## src/rtl/timer_irq_unit.sv

```systemverilog
// Machine-mode timer interrupt controller: owns mstatus/mie/mip/mtvec/mepc/mcause
// and an interrupt counter, requests traps from the pipeline and handles entry/mret.
module timer_irq_unit (
    input  logic        clk,
    input  logic        rst,
    input  logic        i_Tirq_timer_pending,
    input  logic        i_Tirq_csr_wen,
    input  logic [11:0] i_Tirq_csr_waddr,
    input  logic [63:0] i_Tirq_csr_wdata,
    input  logic [11:0] i_Tirq_csr_raddr,
    output logic [63:0] o_Tirq_csr_rdata,
    input  logic [63:0] i_Tirq_pc,
    input  logic        i_Tirq_ack,
    input  logic        i_Tirq_mret,
    output logic        o_Tirq_req,
    output logic [63:0] o_Tirq_target,
    output logic [63:0] o_Tirq_mepc
);
    localparam logic [11:0] ADDR_MSTATUS = 12'h300;
    localparam logic [11:0] ADDR_MIE     = 12'h304;
    localparam logic [11:0] ADDR_MTVEC   = 12'h305;
    localparam logic [11:0] ADDR_MEPC    = 12'h341;
    localparam logic [11:0] ADDR_MCAUSE  = 12'h342;
    localparam logic [11:0] ADDR_MIP     = 12'h344;
    localparam logic [11:0] ADDR_IRQCNT  = 12'h7C0;
    localparam logic [63:0] CAUSE_MTI    = 64'h8000_0000_0000_0007;

    typedef enum logic {IDLE, REQ} state_t;

    state_t      state;
    logic        req_q;
    logic        mtip_q;
    logic        st_mie;
    logic        st_mpie;
    logic        mtie;
    logic [63:0] mtvec;
    logic [63:0] mepc;
    logic [63:0] mcause;
    logic [31:0] irq_cnt;

    logic        fire;
    logic        trap;
    logic [63:0] tvec_base;
    logic [63:0] mstatus_rd;

    assign fire       = mtip_q & st_mie & mtie;
    assign trap       = (state == REQ) && i_Tirq_ack;
    assign tvec_base  = {mtvec[63:2], 2'b00};
    assign mstatus_rd = {51'd0, 2'b11, 3'd0, st_mpie, 3'd0, st_mie, 3'd0};

    assign o_Tirq_req    = req_q;
    assign o_Tirq_mepc   = mepc;
    assign o_Tirq_target = (mtvec[1:0] == 2'b01) ? tvec_base + 64'd28 : tvec_base;

    always_ff @(posedge clk or posedge rst) begin
        if (rst) begin
            state <= IDLE;
            req_q <= 1'b0;
        end else begin
            case (state)
                IDLE: if (fire) begin
                    state <= REQ;
                    req_q <= 1'b1;
                end
                REQ: if (i_Tirq_ack || !fire) begin
                    // Ack is honoured even on the cycle the request is being withdrawn.
                    state <= IDLE;
                    req_q <= 1'b0;
                end
                default: begin
                    state <= IDLE;
                    req_q <= 1'b0;
                end
            endcase
        end
    end

    always_ff @(posedge clk or posedge rst) begin
        if (rst) begin
            mtip_q  <= 1'b0;
            st_mie  <= 1'b0;
            st_mpie <= 1'b0;
            mtie    <= 1'b0;
            mtvec   <= 64'd0;
            mepc    <= 64'd0;
            mcause  <= 64'd0;
            irq_cnt <= 32'd0;
        end else begin
            mtip_q <= i_Tirq_timer_pending;

            // Priority on mstatus: trap entry, then mret, then software write.
            if (trap) begin
                st_mpie <= st_mie;
                st_mie  <= 1'b0;
            end else if (i_Tirq_mret) begin
                st_mie  <= st_mpie;
                st_mpie <= 1'b1;
            end else if (i_Tirq_csr_wen && i_Tirq_csr_waddr == ADDR_MSTATUS) begin
                st_mie  <= i_Tirq_csr_wdata[3];
                st_mpie <= i_Tirq_csr_wdata[7];
            end

            if (i_Tirq_csr_wen && i_Tirq_csr_waddr == ADDR_MIE)
                mtie <= i_Tirq_csr_wdata[7];
            if (i_Tirq_csr_wen && i_Tirq_csr_waddr == ADDR_MTVEC)
                mtvec <= i_Tirq_csr_wdata;

            if (trap)
                mepc <= i_Tirq_pc & ~64'h3;
            else if (i_Tirq_csr_wen && i_Tirq_csr_waddr == ADDR_MEPC)
                mepc <= i_Tirq_csr_wdata & ~64'h3;

            if (trap)
                mcause <= CAUSE_MTI;
            else if (i_Tirq_csr_wen && i_Tirq_csr_waddr == ADDR_MCAUSE)
                mcause <= i_Tirq_csr_wdata;

            if (trap && irq_cnt != 32'hFFFF_FFFF)
                irq_cnt <= irq_cnt + 32'd1;
        end
    end

    always_comb begin
        o_Tirq_csr_rdata = 64'd0;
        case (i_Tirq_csr_raddr)
            ADDR_MSTATUS: o_Tirq_csr_rdata = mstatus_rd;
            ADDR_MIE:     o_Tirq_csr_rdata = {56'd0, mtie, 7'd0};
            ADDR_MTVEC:   o_Tirq_csr_rdata = mtvec;
            ADDR_MEPC:    o_Tirq_csr_rdata = mepc;
            ADDR_MCAUSE:  o_Tirq_csr_rdata = mcause;
            ADDR_MIP:     o_Tirq_csr_rdata = {56'd0, mtip_q, 7'd0};
            ADDR_IRQCNT:  o_Tirq_csr_rdata = {32'd0, irq_cnt};
            default:      o_Tirq_csr_rdata = 64'd0;
        endcase
    end
endmodule
```

## config.mk

```make
export PLATFORM = sky130hd
export DESIGN_NAME = timer_irq_unit
export DESIGN_NICKNAME = d
export VERILOG_FILES = /design/src/rtl/timer_irq_unit.sv
export SDC_FILE = /design/constraint.sdc
export NUM_CORES = 1
export LEC_CHECK = 0
export CORE_MARGIN = 4
export CORE_UTILIZATION = 25
export DETAILED_ROUTE_END_ITERATION = 10
export PLACE_DENSITY_LB_ADDON = 0.1
export SYNTH_ARGS = -nofsm -noshare
export SYNTH_HDL_FRONTEND = slang
export SYNTH_SLANG_ARGS = --single-unit
export TNS_END_PERCENT = 100
```

## constraint.sdc

```tcl
create_clock -name clk -period 18.1 [get_ports clk]
set_input_delay 5.43 -clock clk [delete_from_list [all_inputs] [get_ports clk]]
set_output_delay 5.43 -clock clk [all_outputs]
set_load 0.01 [all_outputs]
```

==> impl_summary.log <==
INFO  metric status = finished clean
INFO  metric grt_start_max_net_pins = 103
INFO  metric htree_num_levels = 1
INFO  metric start_util = 0.2532
INFO  metric layout.filler_cells = 4886
INFO  metric critPathKind = in -> out
INFO  metric crit_arrival = 8.86 ns
INFO  metric overall_routed_net_length = 48000 um
INFO  metric io_buffer_count = 344
INFO  metric critical_path.endpoint_type = primary output
INFO  metric timing.fmax = 0.06997 GHz
INFO  metric floorplan.rows = 80
INFO  metric ys.warnings.count = 0
INFO  metric post_cts_hold_buffer_count = 0
INFO  metric min-delay-path-class = reg -> reg
INFO  metric synth_area_leader_cell = dfrtp_1
INFO  metric max_cap_viol = 0
INFO  metric post_synth_main_area_contributors = dfrtp_1 47%, nand2_1 7.1%, mux2_2 6.1%
INFO  metric cts_num_sinks = 228
INFO  metric placed_cell_area = 0.01613 mm2
INFO  metric clkTransAtPathRegs = 0.06 ns
INFO  metric detailedRoute.firstIterationViolations = 658
INFO  metric cts_root_buffer = clkbuf_16
INFO  metric synth.top_cell.area_share = 0.4710
INFO  metric vias_in_the_first_global_route = 11.35k
INFO  metric clock_tree_from_tritoncts = yes
INFO  metric min_path_cells = 2
INFO  metric timing.hold.worst.start = mcause[1]$_DFFE_PP0P_
INFO  metric synth_common_cells = 230 x nand2_1, 228 x dfrtp_1, 77 x xnor2_1
INFO  metric yosysSeqAreaShare = 0.4710
INFO  metric rsz0062_at_grt = no
INFO  metric via_count = 10.84k
INFO  metric regToRegEndpoint = irq_cnt[21]$_DFFE_PP0P_
INFO  metric grt_antenna_before_repair = 0
INFO  metric critical_path_required = 12.67 ns
INFO  metric report.power.total = 1.162 mW
INFO  metric cell_area_synth = 0.01211 mm2
INFO  metric worst_clock_skew = 0.009894 ns
INFO  metric postCtsSetupBuffers = 0
INFO  metric core_area = 0.04785 mm2
INFO  metric worst_margin_pin_slew = 1.165 ns
INFO  metric hpwl = 32790 um
INFO  metric post_route_drc = 0
INFO  metric viasPerCell = 4.943
INFO  metric global_route.overflow_total = 0
INFO  metric synth_cell_types = 45
INFO  metric report.final.hold_viol_count = 0
INFO  metric worst_path_max_fanout = 40
INFO  metric syn_area_per_cell = 9.636 um2
INFO  metric clk_latency = 0.57 ns
INFO  metric antenna_cells_inserted = 0
INFO  metric ys_ff_latch = 228
INFO  metric drive_gt1_frac = 0.08624
INFO  metric asyncSetResetFlopFracSynth = 1.000
INFO  metric ios = 351
INFO  metric post_route_cell_area = 0.01701 mm2
INFO  metric yosysMostFrequentCell = nand2_1
INFO  metric power.leakage = 7.409 nW
INFO  metric mapped_cells = 1257
INFO  metric nNetsFinal = 1721
INFO  metric synth_enable_flop_cells = 0
INFO  metric postLayoutCoreUtil = 0.3554
INFO  metric timing.reg2reg.setup_slack = 15.38 ns
INFO  metric slew_viols_final = 0
INFO  metric post-route-min-period = 14.29 ns
INFO  metric worstReg2RegStart = state$_DFF_PP0_
INFO  metric dieHeight = 228.1 um
INFO  metric drt_pre_antenna_iters = 5
INFO  metric peakVddDrop = 0.00004452 V
INFO  metric area.growth.synth_to_final = 40.39%
INFO  metric totalNegativeSetupSlack = 0 ns
INFO  metric detail_route.wl_per_cell = 21.90 um
INFO  metric hold_end = mcause[1]$_DFFE_PP0P_
INFO  metric drt.antenna.violating_nets = 0
INFO  metric wire_length_of_the_first_global_routing_pass = 72950 um
INFO  metric gp_routability_congestion = 0.7631
INFO  metric final_min_period_over_clock_period = 0.7895
INFO  metric hold-worst-slack = 0.4953 ns
INFO  metric power-per-cell-area = 68.35 mW/mm2
INFO  metric cts_buffer_depth = 3
INFO  metric cts_resized = 0
INFO  metric chipWidth = 228.1 um
INFO  metric cts_inserted_buffers = 29
INFO  metric track_usage = 0.1776
INFO  metric slew_headroom = 0.2195
INFO  metric ff2ff_path_depth = 5
INFO  metric finalSetupViolations = 0
INFO  metric yosys_most_used_dff = dfrtp_1
INFO  metric critical_path.startpoint_type = primary input
INFO  metric die_area = 0.05204 mm2
[where the power goes]
group | switching [mW] | internal, mW
logic | 0.0377 | 0.0502
registers | 0.00892 | 0.519
clock network | 0.228 | 0.318
[flip-flops by register name, summed over array words and instances (netlist names), 32 cells and up]
signal,count
irq_cnt,32
mcause,64
mtvec,64
o_Tirq_mepc,62
[critical path, stage by stage]
cell and delay, ns:
clkdlybuf4s50_1 0.45, nor4_1 0.30, nand4_1 0.39, nor2_4 0.74, buf_4 0.61, a222oi_1 0.23
inv_1 0.10, clkdlybuf4s50_1 0.55
[per-stage QoR]
step                      cells  worst slack [ns]
after global routing       2192             3.551
after floorplan            1260             5.792
after CTS                  2192             3.733
after global placement     2145             3.745
final                      2192             3.809
after detailed placement   2145             3.751
[logic make-up after synthesis]
| family | count (synthesis) | synth area share |
|---|---|---|
| compound gates | 231 | 0.1306 |
| xor+xnor | 92 | 0.06652 |
| fa+ha+maj | 2 | 0.002066 |
| buf+inv | 126 | 0.04245 |
| flops | 228 | 0.4710 |
| mux | 131 | 0.1151 |
| other cells | 1 | 0.0003096 |
| simple gates | 446 | 0.1720 |
[worst max-delay path by stage]
| stage | to | start |
|---|---|---|
| 2_1_floorplan | o_Tirq_csr_rdata[34] | i_Tirq_csr_raddr[0] |
| 3_3_place_gp | o_Tirq_csr_rdata[34] | i_Tirq_csr_raddr[3] |
| 3_5_place_dp | o_Tirq_csr_rdata[34] | i_Tirq_csr_raddr[3] |
| 4_1_cts | o_Tirq_csr_rdata[34] | i_Tirq_csr_raddr[3] |
| 5_1_grt | o_Tirq_csr_rdata[39] | i_Tirq_csr_raddr[3] |
| 6_report | o_Tirq_csr_rdata[1] | i_Tirq_csr_raddr[3] |
[placed cells by master, fill, tap and decap left out, types with 5 or more instances in the layout]
| master | count |
|---|---|
| o21ai_0 | 66 |
| a222oi_1 | 34 |
| and3_1 | 21 |
| mux2_2 | 66 |
| a22oi_1 | 29 |
| clkbuf_16 | 29 |
| mux2i_1 | 65 |
| nor2_1 | 52 |
| clkbuf_1 | 6 |
| buf_4 | 14 |
| and4_1 | 13 |
| clkdlybuf4s50_1 | 344 |
| a21oi_1 | 66 |
| a221o_1 | 28 |
| xor2_1 | 15 |
| nor3_1 | 12 |
| nand2_1 | 230 |
| nand3_1 | 45 |
| inv_1 | 37 |
| dfrtp_1 | 228 |
| clkbuf_8 | 7 |
| xnor2_1 | 77 |
| nand4_1 | 34 |
| and2_1 | 5 |
[layer usage]
| metal | vias up | track usage | share of wire |
|---|---|---|---|
| met1 | 5403 | 0.2208 | 0.42 |
| met5 | - | 0 | 0 |
| met3 | 49 | 0.05464 | 0.072 |
| met4 | 0 | 0.03559 | 0.019 |
| li1 | 5097 | - | - |
| met2 | 286 | 0.3058 | 0.49 |
[cell type report]
type,count,area (um2),area share
Timing Repair Buffer,358,3548,0.2087
Tap cell,615,769.5,0.04525
Inverter,38,150.1,0.008829
Multi-Input combinational cell,906,5958,0.3504
Clock buffer,42,844.6,0.04967
Sequential cell,228,5705,0.3355
Clock inverter,5,28.78,0.001692
Note: power is estimated with default switching activity, not from simulation.
